[config.mk]
export PLATFORM = sky130hd
export DESIGN_NAME = lsu_port_arbiter
export DESIGN_NICKNAME = d
export VERILOG_FILES = /design/src/rtl/lsu_port_arbiter.sv
export SDC_FILE = /design/constraint.sdc
export NUM_CORES = 1
export LEC_CHECK = 0
export CAP_MARGIN = 20
export CORE_UTILIZATION = 28
export CTS_CLUSTER_DIAMETER = 30
export DETAILED_ROUTE_END_ITERATION = 10
export SYNTH_ARGS = -nofsm -noshare
export SYNTH_HDL_FRONTEND = slang
export SYNTH_SLANG_ARGS = --single-unit
[constraint.sdc]
create_clock -name clk -period 2.75 [get_ports clk]
set_input_delay 0.275 -clock clk [delete_from_list [all_inputs] [get_ports clk]]
set_output_delay 0.275 -clock clk [all_outputs]
set_load 0.05 [all_outputs]
[src/rtl/lsu_port_arbiter.sv]
// rtl/lsu_port_arbiter.sv - two-port round-robin front end sharing one byte-banked LSU
// Each access runs accept -> ACCESS -> WAIT -> RESPOND; one transaction in flight.
module lsu_port_arbiter #(
  parameter int ADDR_WIDTH  = 12,
  parameter int DATA_WIDTH  = 32,
  parameter int DTYPE_WIDTH = 3
) (
  input  logic                   clk,
  input  logic                   reset,
  input  logic                   p0_req_valid,
  output logic                   p0_req_ready,
  input  logic [ADDR_WIDTH-1:0]  p0_req_addr,
  input  logic [DATA_WIDTH-1:0]  p0_req_wdata,
  input  logic                   p0_req_we,
  input  logic [DTYPE_WIDTH-1:0] p0_req_dtype,
  output logic                   p0_rsp_valid,
  input  logic                   p0_rsp_ready,
  output logic [DATA_WIDTH-1:0]  p0_rsp_rdata,
  output logic                   p0_rsp_err,
  input  logic                   p1_req_valid,
  output logic                   p1_req_ready,
  input  logic [ADDR_WIDTH-1:0]  p1_req_addr,
  input  logic [DATA_WIDTH-1:0]  p1_req_wdata,
  input  logic                   p1_req_we,
  input  logic [DTYPE_WIDTH-1:0] p1_req_dtype,
  output logic                   p1_rsp_valid,
  input  logic                   p1_rsp_ready,
  output logic [DATA_WIDTH-1:0]  p1_rsp_rdata,
  output logic                   p1_rsp_err,
  output logic [ADDR_WIDTH-1:0]  lsu_addr_o,
  output logic [DATA_WIDTH-1:0]  lsu_data_o,
  output logic                   lsu_we_o,
  output logic [DTYPE_WIDTH-1:0] lsu_dtype_o,
  input  logic [DATA_WIDTH-1:0]  lsu_data_i
);

  typedef enum logic [1:0] {IDLE, ACCESS, WAIT, RESPOND} state_t;

  state_t                 state, state_next;
  logic                   ptr;
  logic                   gnt_q;
  logic [ADDR_WIDTH-1:0]  addr_q;
  logic [DATA_WIDTH-1:0]  wdata_q;
  logic                   we_q;
  logic [DTYPE_WIDTH-1:0] dtype_q;
  logic                   err_q;
  logic [DATA_WIDTH-1:0]  rdata_q;
  logic                   rsp_err_q;

  logic                   gnt_sel;
  logic                   accept;
  logic [ADDR_WIDTH-1:0]  sel_addr;
  logic [DTYPE_WIDTH-1:0] sel_dtype;
  logic                   sel_err;
  logic                   rsp_ready_sel;

  // Pointer only matters on contention; a lone requester always wins.
  assign gnt_sel   = (p0_req_valid && p1_req_valid) ? ptr : p1_req_valid;
  assign accept    = (state == IDLE) && (p0_req_valid || p1_req_valid) && !reset;
  assign sel_addr  = gnt_sel ? p1_req_addr : p0_req_addr;
  assign sel_dtype = gnt_sel ? p1_req_dtype : p0_req_dtype;

  assign sel_err = (sel_dtype > DTYPE_WIDTH'(4)) ||
                   (((sel_dtype == DTYPE_WIDTH'(1)) || (sel_dtype == DTYPE_WIDTH'(4))) && sel_addr[0]) ||
                   ((sel_dtype == DTYPE_WIDTH'(2)) && (sel_addr[1:0] != 2'b00));

  assign p0_req_ready  = accept && !gnt_sel;
  assign p1_req_ready  = accept && gnt_sel;
  assign rsp_ready_sel = gnt_q ? p1_rsp_ready : p0_rsp_ready;

  assign p0_rsp_valid = (state == RESPOND) && !gnt_q;
  assign p1_rsp_valid = (state == RESPOND) && gnt_q;
  assign p0_rsp_rdata = gnt_q ? '0 : rdata_q;
  assign p1_rsp_rdata = gnt_q ? rdata_q : '0;
  assign p0_rsp_err   = !gnt_q && rsp_err_q;
  assign p1_rsp_err   = gnt_q && rsp_err_q;

  always_comb begin
    state_next  = state;
    lsu_addr_o  = '0;
    lsu_data_o  = '0;
    lsu_we_o    = 1'b0;
    lsu_dtype_o = DTYPE_WIDTH'(2);
    case (state)
      IDLE: begin
        if (accept) state_next = ACCESS;
      end
      ACCESS: begin
        lsu_addr_o  = addr_q;
        lsu_data_o  = wdata_q;
        lsu_dtype_o = dtype_q;
        // Reset in this cycle must not let the store commit.
        lsu_we_o    = we_q && !err_q && !reset;
        state_next  = WAIT;
      end
      WAIT: begin
        lsu_addr_o  = addr_q;
        lsu_data_o  = wdata_q;
        lsu_dtype_o = dtype_q;
        state_next  = RESPOND;
      end
      RESPOND: begin
        if (rsp_ready_sel) state_next = IDLE;
      end
      default: state_next = IDLE;
    endcase
  end

  always_ff @(posedge clk) begin
    if (reset) begin
      state     <= IDLE;
      ptr       <= 1'b0;
      gnt_q     <= 1'b0;
      addr_q    <= '0;
      wdata_q   <= '0;
      we_q      <= 1'b0;
      dtype_q   <= '0;
      err_q     <= 1'b0;
      rdata_q   <= '0;
      rsp_err_q <= 1'b0;
    end else begin
      state <= state_next;
      if (accept) begin
        gnt_q   <= gnt_sel;
        ptr     <= !gnt_sel;
        addr_q  <= sel_addr;
        wdata_q <= gnt_sel ? p1_req_wdata : p0_req_wdata;
        we_q    <= gnt_sel ? p1_req_we : p0_req_we;
        dtype_q <= sel_dtype;
        err_q   <= sel_err;
      end
      if (state == WAIT) begin
        rdata_q   <= (!we_q && !err_q) ? lsu_data_i : '0;
        rsp_err_q <= err_q;
      end
    end
  end

endmodule

==> results.env, run 1 <==
STATUS='finished, final reports clean'
INITIAL_CORE_UTIL_PCT=28.6
TIMING.HOLD.WORST.CLASS='reg2reg'
DATA_ARRIVAL_CRITICAL_PATH_NS=2.13
POWER_LEAKAGE_nW=3.21
SLEW_VIOLATIONS=0
STARTPOINT_TYPE='register'
FINISH.NET_COUNT=887
MAXIMUM_NUMBER_OF_PINS_ON_ONE_NET_BEFORE_GLOBAL_ROUTE_REPAIR=86
TIMING.CRITICAL_PATH.TO_TYPE='primary output'
ANTENNA_LEFT=0
YOSYS_REGISTER_BITS=86
VIAS_PER_CELL=4.55
TOTAL_ROUTED_LENGTH_MM=14.1
WORST_SETUP_HOLD_PATH_CLK_SLEW_NS=0.06
FMAXACHIEVABLE_MHz=416
FIN_UTIL_PCT=50.1
DETAIL_ROUTE.DRC_VIOLATIONS=0
YOSYS_MOST_USED_DFF='sky130_fd_sc_hd__dfxtp_1'
TRITONCTS_CLOCK_TREE='done'
NUMBER_OF_TOP_LEVEL_PINS=252
FINAL.SETUP_SKEW_NS=0.00681
IR_WORST_VDD_mV=0.539
PORTBUFFERS=251
POST_CTS.REPAIR.SETUP_BUFFERS=0
FINALHOLDVIOLATIONS=0
DIE_AREA_SQ_MM=0.0166
FINAL_GLOBAL_ROUTE_OVERFLOW_TOTAL=0
SYNTH.DISTINCT_CELLS=40
DR_TOTAL_VIAS=4404
ANTENNA_CELLS_INSERTED=0
WARNINGS_FROM_YOSYS=0
STD_CELL_CORE_AREA_SQ_MM=0.0158
SYN_AREA_SQ_MM=0.00451
LAYOUT_WORST_PATH_CYCLE_SHARE_PCT=87.5
MAX_CAP_VIOL_COUNT=0
CTS_REPAIR_RESIZE_COUNT=0
FP.DIEH_UM=129
WIRE_LENGTH_OF_THE_FIRST_GLOBAL_ROUTING_PASS_MM=21.8
TIMING.FINAL.CRIT_PERIOD_NS=2.41
HTREE_NUM_LEVELS=3
DIEWIDTH_UM=129
SETUP-VIOLATIONS-FINAL=0
CORE.ROWCOUNT=46
RSZ0062_AT_GRT='no'
POST-SYNTH-TOP-AREA-CELL='sky130_fd_sc_hd__dfxtp_1'
GRT_UTIL_ALL_LAYERS_PCT=17.0
TNS_NS=0
GPL.FINAL_WEIGHTED_CONGESTION=0.729
ANTENNA_VIOLATIONS_BEFORE_REPAIR=1
MAXSLEWHEADROOM_PCT=36.0
YOSYSSEQAREASHARE_PCT=38.2
WORSTPATHREQUIRED_NS=2.48
GRT_PASS1_VIAS=4252
AVGROUTEDWIREPERCELL_UM=14.5
POST_SYNTH.CELL_AREA_AVG_SQ_UM=8.68
WORST-SETUP-PATH-TYPE='reg2out'
FFS_W_ASYNC_S_R_SYNTH_PCT=0
HPWL_MM=10.6
CLKSINKCOUNT=86
POSTCTSHOLDBUFS=0
WORST_SLEW_PIN_SLEW_NS=0.961
WORSTSKEWPAIRLATENCY_NS=0.33
NUM-FILL-CELLS=1488
SYNTH.TOP_CELLS.BY_AREA='sky130_fd_sc_hd__dfxtp_1, sky130_fd_sc_hd__and2_1, sky130_fd_sc_hd__mux2i_1, sky130_fd_sc_hd__nor2b_1, sky130_fd_sc_hd__nor2_1'
SYN-INSTANCE-COUNT=519
POST_ROUTE_CELLS_DRIVE_ABOVE_1_SHARE_PCT=11.1
SYNTH_NETS=658
CTS_MADE_BUFFERS=9
TIMING.CRITICAL_PATH.FANOUT_MAX=4
DRTPASS1ITERATIONS=6
DETAILEDROUTE.FIRSTITERATIONVIOLATIONS=110
CTS-ROOT-BUF='sky130_fd_sc_hd__clkbuf_16'
NUMBER_OF_SYNTHESIZED_FLOPS_WITH_AN_ENABLE_PIN=0
CLOCKBUFFERDEPTH=2
POWER.DENSITY_CELL_AREA_mW_PER_MM2=828
AREA.GROWTH.SYNTH_TO_FINAL_PCT=75.4
YOSYSTOPAREACELLSHARE_PCT=38.2
[final timing paths]
kind,startpoint,end,slack [ns],cells after the start
setup / recovery,state[1],lsu_we_o,0.34,4
setup reg to reg,state[0],wdata_q[15],0.99,6
hold / removal,dtype_q[2],dtype_q[2],0.50,2
hold reg to reg,dtype_q[2],dtype_q[2],0.50,2
[logic make-up after synthesis]
group / Yosys count / synth area share, %
buffers and inverters: 45 / 5.50
multiplexers: 42 / 9.33
AND/OR/NAND/NOR: 243 / 29.7
XOR/XNOR: 1 / 0.194
AO/OA/AOI/OAI: 97 / 15.6
flip-flops: 86 / 38.2
adder cells (fa/ha/maj): 5 / 1.39
[power by group]
group          switching [W]  internal, W
clock network       0.000468     0.000675
registers           0.000178      0.00154
logic                0.00215      0.00153
[area by class of cell]
cell class              count  area, sq um  area share (%)
repair buffers            258         3070            38.9
multi-input cells         388         2540            32.2
flip-flops and latches     86         1720            21.8
clock buffers              13          270            3.42
well taps                 216          270            3.42
inverters                   5         18.8           0.237
clock inverters             1         5.00          0.0633
[worst max-delay path, cell delays in order, from the launching register on]
cell and delay (ns):
sky130_fd_sc_hd__dfxtp_1 0.33, sky130_fd_sc_hd__inv_1 0.12, sky130_fd_sc_hd__ha_1 0.16, sky130_fd_sc_hd__nor4bb_1 0.31, sky130_fd_sc_hd__clkdlybuf4s50_1 0.89
[cells in the mapped netlist (2+ instances only)]
| master | instances |
|---|---|
| sky130_fd_sc_hd__nand2_1 | 2 |
| sky130_fd_sc_hd__buf_8 | 4 |
| sky130_fd_sc_hd__a21o_1 | 3 |
| sky130_fd_sc_hd__nand2b_1 | 2 |
| sky130_fd_sc_hd__a211oi_2 | 5 |
| sky130_fd_sc_hd__nor2_1 | 84 |
| sky130_fd_sc_hd__o21ai_1 | 2 |
| sky130_fd_sc_hd__a211oi_1 | 36 |
| sky130_fd_sc_hd__a222oi_1 | 7 |
| sky130_fd_sc_hd__and2_1 | 79 |
| sky130_fd_sc_hd__a21oi_1 | 35 |
| sky130_fd_sc_hd__nor2b_1 | 67 |
| sky130_fd_sc_hd__nand3_1 | 2 |
| sky130_fd_sc_hd__inv_1 | 5 |
| sky130_fd_sc_hd__clkbuf_1 | 22 |
| sky130_fd_sc_hd__dfxtp_1 | 86 |
| sky130_fd_sc_hd__mux2i_1 | 42 |
| sky130_fd_sc_hd__ha_1 | 5 |
| sky130_fd_sc_hd__buf_1 | 2 |
| sky130_fd_sc_hd__buf_2 | 9 |
[layer usage]
layer	vias up	wire length (um)	GRT usage, %
met1	1992	5580	18.2
li1	2207	-	-
met4	2	210	5.74
met2	186	6560	29.1
met3	17	1700	8.44
met5	-	16	0
[cell usage in the layout (no fill, tap or decap), types with 6 or more instances in the layout]
| cell type | instances |
|---|---|
| sky130_fd_sc_hd__a211oi_1 | 36 |
| sky130_fd_sc_hd__dfxtp_1 | 85 |
| sky130_fd_sc_hd__buf_12 | 50 |
| sky130_fd_sc_hd__a21oi_1 | 35 |
| sky130_fd_sc_hd__clkbuf_16 | 9 |
| sky130_fd_sc_hd__mux2i_1 | 42 |
| sky130_fd_sc_hd__nor2b_1 | 67 |
| sky130_fd_sc_hd__and2_1 | 79 |
| sky130_fd_sc_hd__clkdlybuf4s50_1 | 201 |
| sky130_fd_sc_hd__buf_4 | 6 |
| sky130_fd_sc_hd__a222oi_1 | 7 |
| sky130_fd_sc_hd__nor2_1 | 84 |
[state kept, by name, summed over array words and instances (netlist names)]
signal     count
rdata_q       32
wdata_q       32
addr_q        12
dtype_q        3
state          2
err_q          1
gnt_q          1
ptr            1
rsp_err_q      1
we_q           1
[stage by stage]
step	instance area (sq um)	cells	power (W)	hold WS, ns	setup WS, ns
after floorplan	4510	519	0.00396	0.414	0.363
after global placement	7610	952	0.00540	0.478	0.739
after detailed placement	7630	953	0.00548	0.490	0.683
after CTS	7900	967	0.00665	0.498	0.315
after global routing	7900	967	0.00696	0.513	0.202
final	7900	967	0.00654	0.496	0.343
No activity file was read; power rests on OpenSTA's default activity.
==> run 2: changes to the inputs <==
CORE_UTILIZATION = 42   (was 28)
PLACE_DENSITY = 0.87   (was unset)
==> results.env, run 2 (synthesized netlist as in run 1, its figures left out) <==
STATUS='finished, final reports clean'
INITIAL_CORE_UTIL_PCT=43.4
ANTENNA_LEFT=0
TRITONCTS_CLOCK_TREE='done'
DRTPASS1ITERATIONS=5
PWR-SHARE-CLK_PCT=12.3
CRITICAL_PATH_BUF_INV_COUNT=2
FMAXACHIEVABLE_MHz=418
GRT_PASS1_VIAS=4576
FP.DIEH_UM=106
RELATIVE_CONTRIBUTION_OF_COMBINATIONAL_CELLS_TO_TOTAL_POWER_PCT=59.9
GRT.MET1_USAGE_PCT=25.6
HTREE_NUM_LEVELS=3
IR_WORST_VDD_mV=0.476
SWITCHING_SHARE_PCT=44.7
MAXIMUM_NUMBER_OF_PINS_ON_ONE_NET_BEFORE_GLOBAL_ROUTE_REPAIR=86
RSZ0062_AT_GRT='no'
CLKSINKCOUNT=86
CTS_REPAIR_RESIZE_COUNT=0
CRIT_CHAIN='inv_1, ha_1, nor4bb_1, clkdlybuf4s50_1'
MAXSLEWHEADROOM_PCT=37.8
DIEWIDTH_UM=106
DR_TOTAL_VIAS=4522
TIMING.FINAL.CRIT_PERIOD_NS=2.39
TIMING.HOLD.WORST.CLASS='in2reg'
NUMBER_OF_TOP_LEVEL_PINS=252
ANTENNA_VIOLATIONS_BEFORE_REPAIR=0
GR-MAX-USAGE-LAYER='met2'
DIE_AREA_SQ_MM=0.0111
TNS_NS=0
SETUP-VIOLATIONS-FINAL=0
POST_ROUTE_CELLS_DRIVE_ABOVE_1_SHARE_PCT=11.5
POST_CTS.REPAIR.SETUP_BUFFERS=0
CTS_MADE_BUFFERS=9
POWER.SWITCHING_W=0.00276
HPWL_MM=10.8
PLACE_INST=878
MOST-COMMON-LAYOUT-CELLS='sky130_fd_sc_hd__clkdlybuf4s50_1, sky130_fd_sc_hd__dfxtp_1, sky130_fd_sc_hd__nor2_1, sky130_fd_sc_hd__and2_1, sky130_fd_sc_hd__nor2b_1'
PORTBUFFERS=251
FINAL.SETUP_SKEW_NS=0.00720
CPLARGESTDELAYFAMILY='buffers and inverters'
ANTENNA_CELLS_INSERTED=0
STDCELL_COUNT=892
VIAS_PER_CELL=5.07
TIMING.CRITICAL_PATH.FANOUT_MAX=4
POWER.DENSITY_CELL_AREA_mW_PER_MM2=801
DETAIL_ROUTE.DRC_VIOLATIONS=0
TIMING.CRITICAL_PATH.TO_TYPE='primary output'
CPMAXSTAGEDELAYCELL='sky130_fd_sc_hd__clkdlybuf4s50_1'
WORST_SETUP_HOLD_PATH_CLK_SLEW_NS=0.08
CTS-ROOT-BUF='sky130_fd_sc_hd__clkbuf_8'
BIGGESTREGSBYFLOPS='rdata_q (32), wdata_q (32), addr_q (12)'
POSTCTSHOLDBUFS=0
CLOCKBUFFERDEPTH=2
STARTPOINT_TYPE='register'
FINALHOLDVIOLATIONS=0
DATA_ARRIVAL_CRITICAL_PATH_NS=2.12
SLEW_VIOLATIONS=0
GR-USAGE-MET3_PCT=9.71
AREA.GROWTH.SYNTH_TO_FINAL_PCT=71.3
AVGROUTEDWIREPERCELL_UM=15.8
STD_CELL_CORE_AREA_SQ_MM=0.0104
DETAILEDROUTE.FIRSTITERATIONVIOLATIONS=215
WORSTPATHREQUIRED_NS=2.48
HOLDWS_NS=0.482
WORST_PATH_LARGEST_CELL_DELAY_NS=0.88
SEQ_POWER_SHARE_PCT=27.9
WORSTSKEWPAIRLATENCY_NS=0.35
GRT_UTIL_ALL_LAYERS_PCT=25.3
COMMONEST_NON_FILL_NON_TAP_CELL_IN_THE_LAYOUT='sky130_fd_sc_hd__clkdlybuf4s50_1'
MAX_CAP_VIOL_COUNT=0
SETUP.REG_TO_REG.WORST_SLACK_NS=0.99
CORE.ROWCOUNT=37
FINAL_GLOBAL_ROUTE_OVERFLOW_TOTAL=0
WIRE_LENGTH_OF_THE_FIRST_GLOBAL_ROUTING_PASS_MM=22.2
POWER_LEAKAGE_nW=3.18
GRT_UTIL_MET2_PCT=46.5
FINISH.NET_COUNT=892
LAYOUT_WORST_PATH_CYCLE_SHARE_PCT=87.0
WORST_SLEW_PIN_SLEW_NS=0.933
GPL.FINAL_WEIGHTED_CONGESTION=0.813
POWER_REPORT.INTERNAL_TOTAL_W=0.00342
WORST-SETUP-PATH-TYPE='reg2out'
TOTAL_ROUTED_LENGTH_MM=14.1
## run 2: changes by cell type in the layout (fill, tap and decap cells not counted)
cell / previous run / this run
sky130_fd_sc_hd__buf_4: 6 / 11
sky130_fd_sc_hd__clkbuf_1: 1 / 2
sky130_fd_sc_hd__clkbuf_16: 9 / 0
sky130_fd_sc_hd__clkbuf_8: 3 / 10
sky130_fd_sc_hd__clkinv_2: 1 / 2
## run 2: cell type report
| cell class | count | area, sq um |
|---|---|---|
| clock buffer | 12 | 145 |
| clock inverter | 2 | 10.0 |
| fill | 714 | 2650 |
| inverter | 5 | 18.8 |
| multi-input combinational | 388 | 2540 |
| sequential | 86 | 1720 |
| tap | 136 | 170 |
| timing repair buffer | 263 | 3110 |
## run 2: path summary, 6_finish.rpt
kind	from	endpoint	depth (start not counted)
hold reg to reg	wdata_q[16]	wdata_q[16]	2
setup / recovery	state[1]	lsu_we_o	4
setup reg to reg	state[0]	addr_q[4]	7
hold / removal	reset	ptr	4
## run 2: tightest hold or removal path: stages
cell and delay, ns:
sky130_fd_sc_hd__buf_4 0.11, sky130_fd_sc_hd__nand2b_4 0.17, sky130_fd_sc_hd__a211oi_4 0.08, sky130_fd_sc_hd__a21o_1 0.15
## run 2: per-stage QoR
stage	power, W	setup WS, ns	instance area [sq um]	utilization [%]
global route	0.00654	0.234	7720	74.4
floorplan	0.00396	0.363	4510	-
global placement	0.00535	0.599	7550	72.8
finish	0.00619	0.357	7720	74.4
detailed placement	0.00548	0.523	7560	72.9
CTS	0.00625	0.315	7720	74.4
## run 2: power by group through the flow
stage / registers [W] / clock network, W / logic [W]
after CTS: 0.00172 / 0.000787 / 0.00374
after detailed placement: 0.00175 / 0 / 0.00373
final: 0.00172 / 0.000759 / 0.00370
after global placement: 0.00173 / 0 / 0.00362
after floorplan: 0.00168 / 0 / 0.00228
after global routing: 0.00176 / 0.000838 / 0.00393
## run 2: metal layers
metal  wire, um  share of wire, %
met2       7190                51
met3       1320               9.3
met4        348               2.5
met1       5240                37
met5          0                 0
==> run 3: changes to the inputs <==
CORE_UTILIZATION = 39   (was 42)
PLACE_DENSITY = 0.81   (was 0.87)
clock period = 2.4 ns   (was 2.75 ns; I/O delays follow)
==> results.env, run 3 (synthesized netlist as in run 1, its figures left out) <==
STATUS='finished, final reports clean'
DIEWIDTH_UM=109
ANTENNA_LEFT=0
DR_TOTAL_VIAS=4408
CPMAXSTAGEDELAYCELL='sky130_fd_sc_hd__clkdlybuf4s50_1'
MAX_CAP_VIOL_COUNT=0
DETAIL_ROUTE.WIRELENGTH.MET1_MM=5.23
DETAILEDROUTE.FIRSTITERATIONVIOLATIONS=249
DIE_AREA_SQ_MM=0.0120
CORE.ROWCOUNT=38
CLKSINKCOUNT=86
SETUP.REG_TO_REG.WORST_SLACK_NS=0.61
AVGROUTEDWIREPERCELL_UM=15.2
TIMING.CRITICAL_PATH.TO_TYPE='primary output'
POST_ROUTE_CELLS_DRIVE_ABOVE_1_SHARE_PCT=15.8
POSTCTSHOLDBUFS=0
GRT_PASS1_VIAS=4294
CTS_REPAIR_RESIZE_COUNT=0
CTS_MADE_BUFFERS=9
SETUP-VIOLATIONS-FINAL=0
HOLDWS_NS=0.192
ANTENNA_VIOLATIONS_BEFORE_REPAIR=0
STD_CELL_CORE_AREA_SQ_MM=0.0110
GPL.FINAL_WEIGHTED_CONGESTION=0.762
ANTENNA_CELLS_INSERTED=0
TOTAL_ROUTED_LENGTH_MM=13.6
DRTPASS1ITERATIONS=5
SLEW_VIOLATIONS=0
COMMONEST_NON_FILL_NON_TAP_CELL_IN_THE_LAYOUT='sky130_fd_sc_hd__clkdlybuf4s50_1'
DATA_ARRIVAL_CRITICAL_PATH_NS=1.95
WORSTSKEWPAIRLATENCY_NS=0.33
IR_WORST_VDD_mV=0.521
POST_CTS.REPAIR.SETUP_BUFFERS=0
CLOCKBUFFERDEPTH=2
FMAXACHIEVABLE_MHz=456
TNS_NS=0
POWER_LEAKAGE_nW=3.31
WORST_SLEW_PIN_SLEW_NS=0.888
TIMING.CRITICAL_PATH.FANOUT_MAX=4
MAXIMUM_NUMBER_OF_PINS_ON_ONE_NET_BEFORE_GLOBAL_ROUTE_REPAIR=82
WORST_SETUP_HOLD_PATH_CLK_SLEW_NS=0.06
NUMBER_OF_TOP_LEVEL_PINS=252
CTS-ROOT-BUF='sky130_fd_sc_hd__clkbuf_16'
PORTBUFFERS=251
WORST_PATH_LARGEST_CELL_DELAY_NS=0.83
RSZ0062_AT_GRT='no'
WORST-SETUP-PATH-TYPE='reg2out'
VIAS_PER_CELL=4.94
TIMING.HOLD.WORST.CLASS='in2reg'
HPWL_MM=10.2
STARTPOINT_TYPE='register'
AREA.GROWTH.SYNTH_TO_FINAL_PCT=72.9
FINAL_GLOBAL_ROUTE_OVERFLOW_TOTAL=0
MOST-COMMON-LAYOUT-CELLS='sky130_fd_sc_hd__clkdlybuf4s50_1, sky130_fd_sc_hd__dfxtp_1, sky130_fd_sc_hd__nor2_1, sky130_fd_sc_hd__and2_1, sky130_fd_sc_hd__nor2b_1'
FINAL.SETUP_SKEW_NS=0.00618
GRT_UTIL_ALL_LAYERS_PCT=22.2
FINALHOLDVIOLATIONS=0
INITIAL_CORE_UTIL_PCT=40.8
HTREE_NUM_LEVELS=3
TIMING.FINAL.CRIT_PERIOD_NS=2.19
WORSTPATHREQUIRED_NS=2.16
WIRE_LENGTH_OF_THE_FIRST_GLOBAL_ROUTING_PASS_MM=20.7
DETAIL_ROUTE.DRC_VIOLATIONS=0
TRITONCTS_CLOCK_TREE='done'
HIGHEST_LAYER='met4'
FP.DIEH_UM=109
DETAILROUTE.WIRELENGTH.MET3_MM=1.34
MET2ROUTEDLENGTH_MM=6.78
CRIT_CHAIN='ha_1, nor2b_1, clkdlybuf4s50_1'
FINISH.NET_COUNT=887
BIGGESTREGSBYFLOPS='rdata_q (32), wdata_q (32), addr_q (12)'
LAYOUT_WORST_PATH_CYCLE_SHARE_PCT=91.4
POWER.DENSITY_CELL_AREA_mW_PER_MM2=995
MAXSLEWHEADROOM_PCT=40.8
## run 3: changes by cell type in the layout (fill, tap and decap cells not counted), sizes merged
cell | before | now
bufinv | 0 | 2
clkinvlp | 0 | 1
clkinv | 2 | 0
clkdlybuf4s50 | 201 | 166
buf | 62 | 92
## run 3: layer usage
metal  track usage (%)  up-vias
met4              7.81        0
met5                 0        -
met1              24.0     1996
li1                  -     2216
met3              8.36       17
met2              39.5      179
## run 3: where the power goes
part,internal [W],switching [W],total (W)
clock,0.000964,0.000549,0.00151
combinational,0.00181,0.00246,0.00427
sequential,0.00177,0.000201,0.00197
total,0.00454,0.00321,0.00775
## run 3: area by class of cell
type,count,area [sq um]
clock inverter,3,67.6
multi-input combinational,388,2540
tap,140,175
fill,803,3240
clock buffer,12,256
timing repair buffer,258,3010
sequential,86,1720
inverter,5,18.8
## run 3: worst paths after layout
kind,startpoint,endpoint,cells past startpoint
hold reg to reg,wdata_q[23],wdata_q[23],2
setup / recovery,state[0],p0_rsp_valid,3
hold / removal,reset,state[1],2
setup reg to reg,state[0],wdata_q[25],6
## run 3: critical path: cells and delay by family (launching register included)
family                   cells  cell delay [ns]
buffers and inverters        1             0.83
flip-flops                   1             0.40
AND/OR/NAND/NOR              1             0.19
adder cells (fa/ha/maj)      1             0.22
## run 3: stage by stage
step           worst slack [ns]  power [W]  std cells  utilization [%]  instance area (sq um)
3_3_place_gp              0.493    0.00618        876             67.6                   7450
2_1_floorplan            0.0766    0.00453        519                -                   4510
5_1_grt                   0.118    0.00820        892             70.6                   7790
3_5_place_dp              0.440    0.00630        877             67.7                   7470
6_report                  0.205    0.00775        892             70.6                   7790
4_1_cts                   0.182    0.00784        892             70.6                   7790
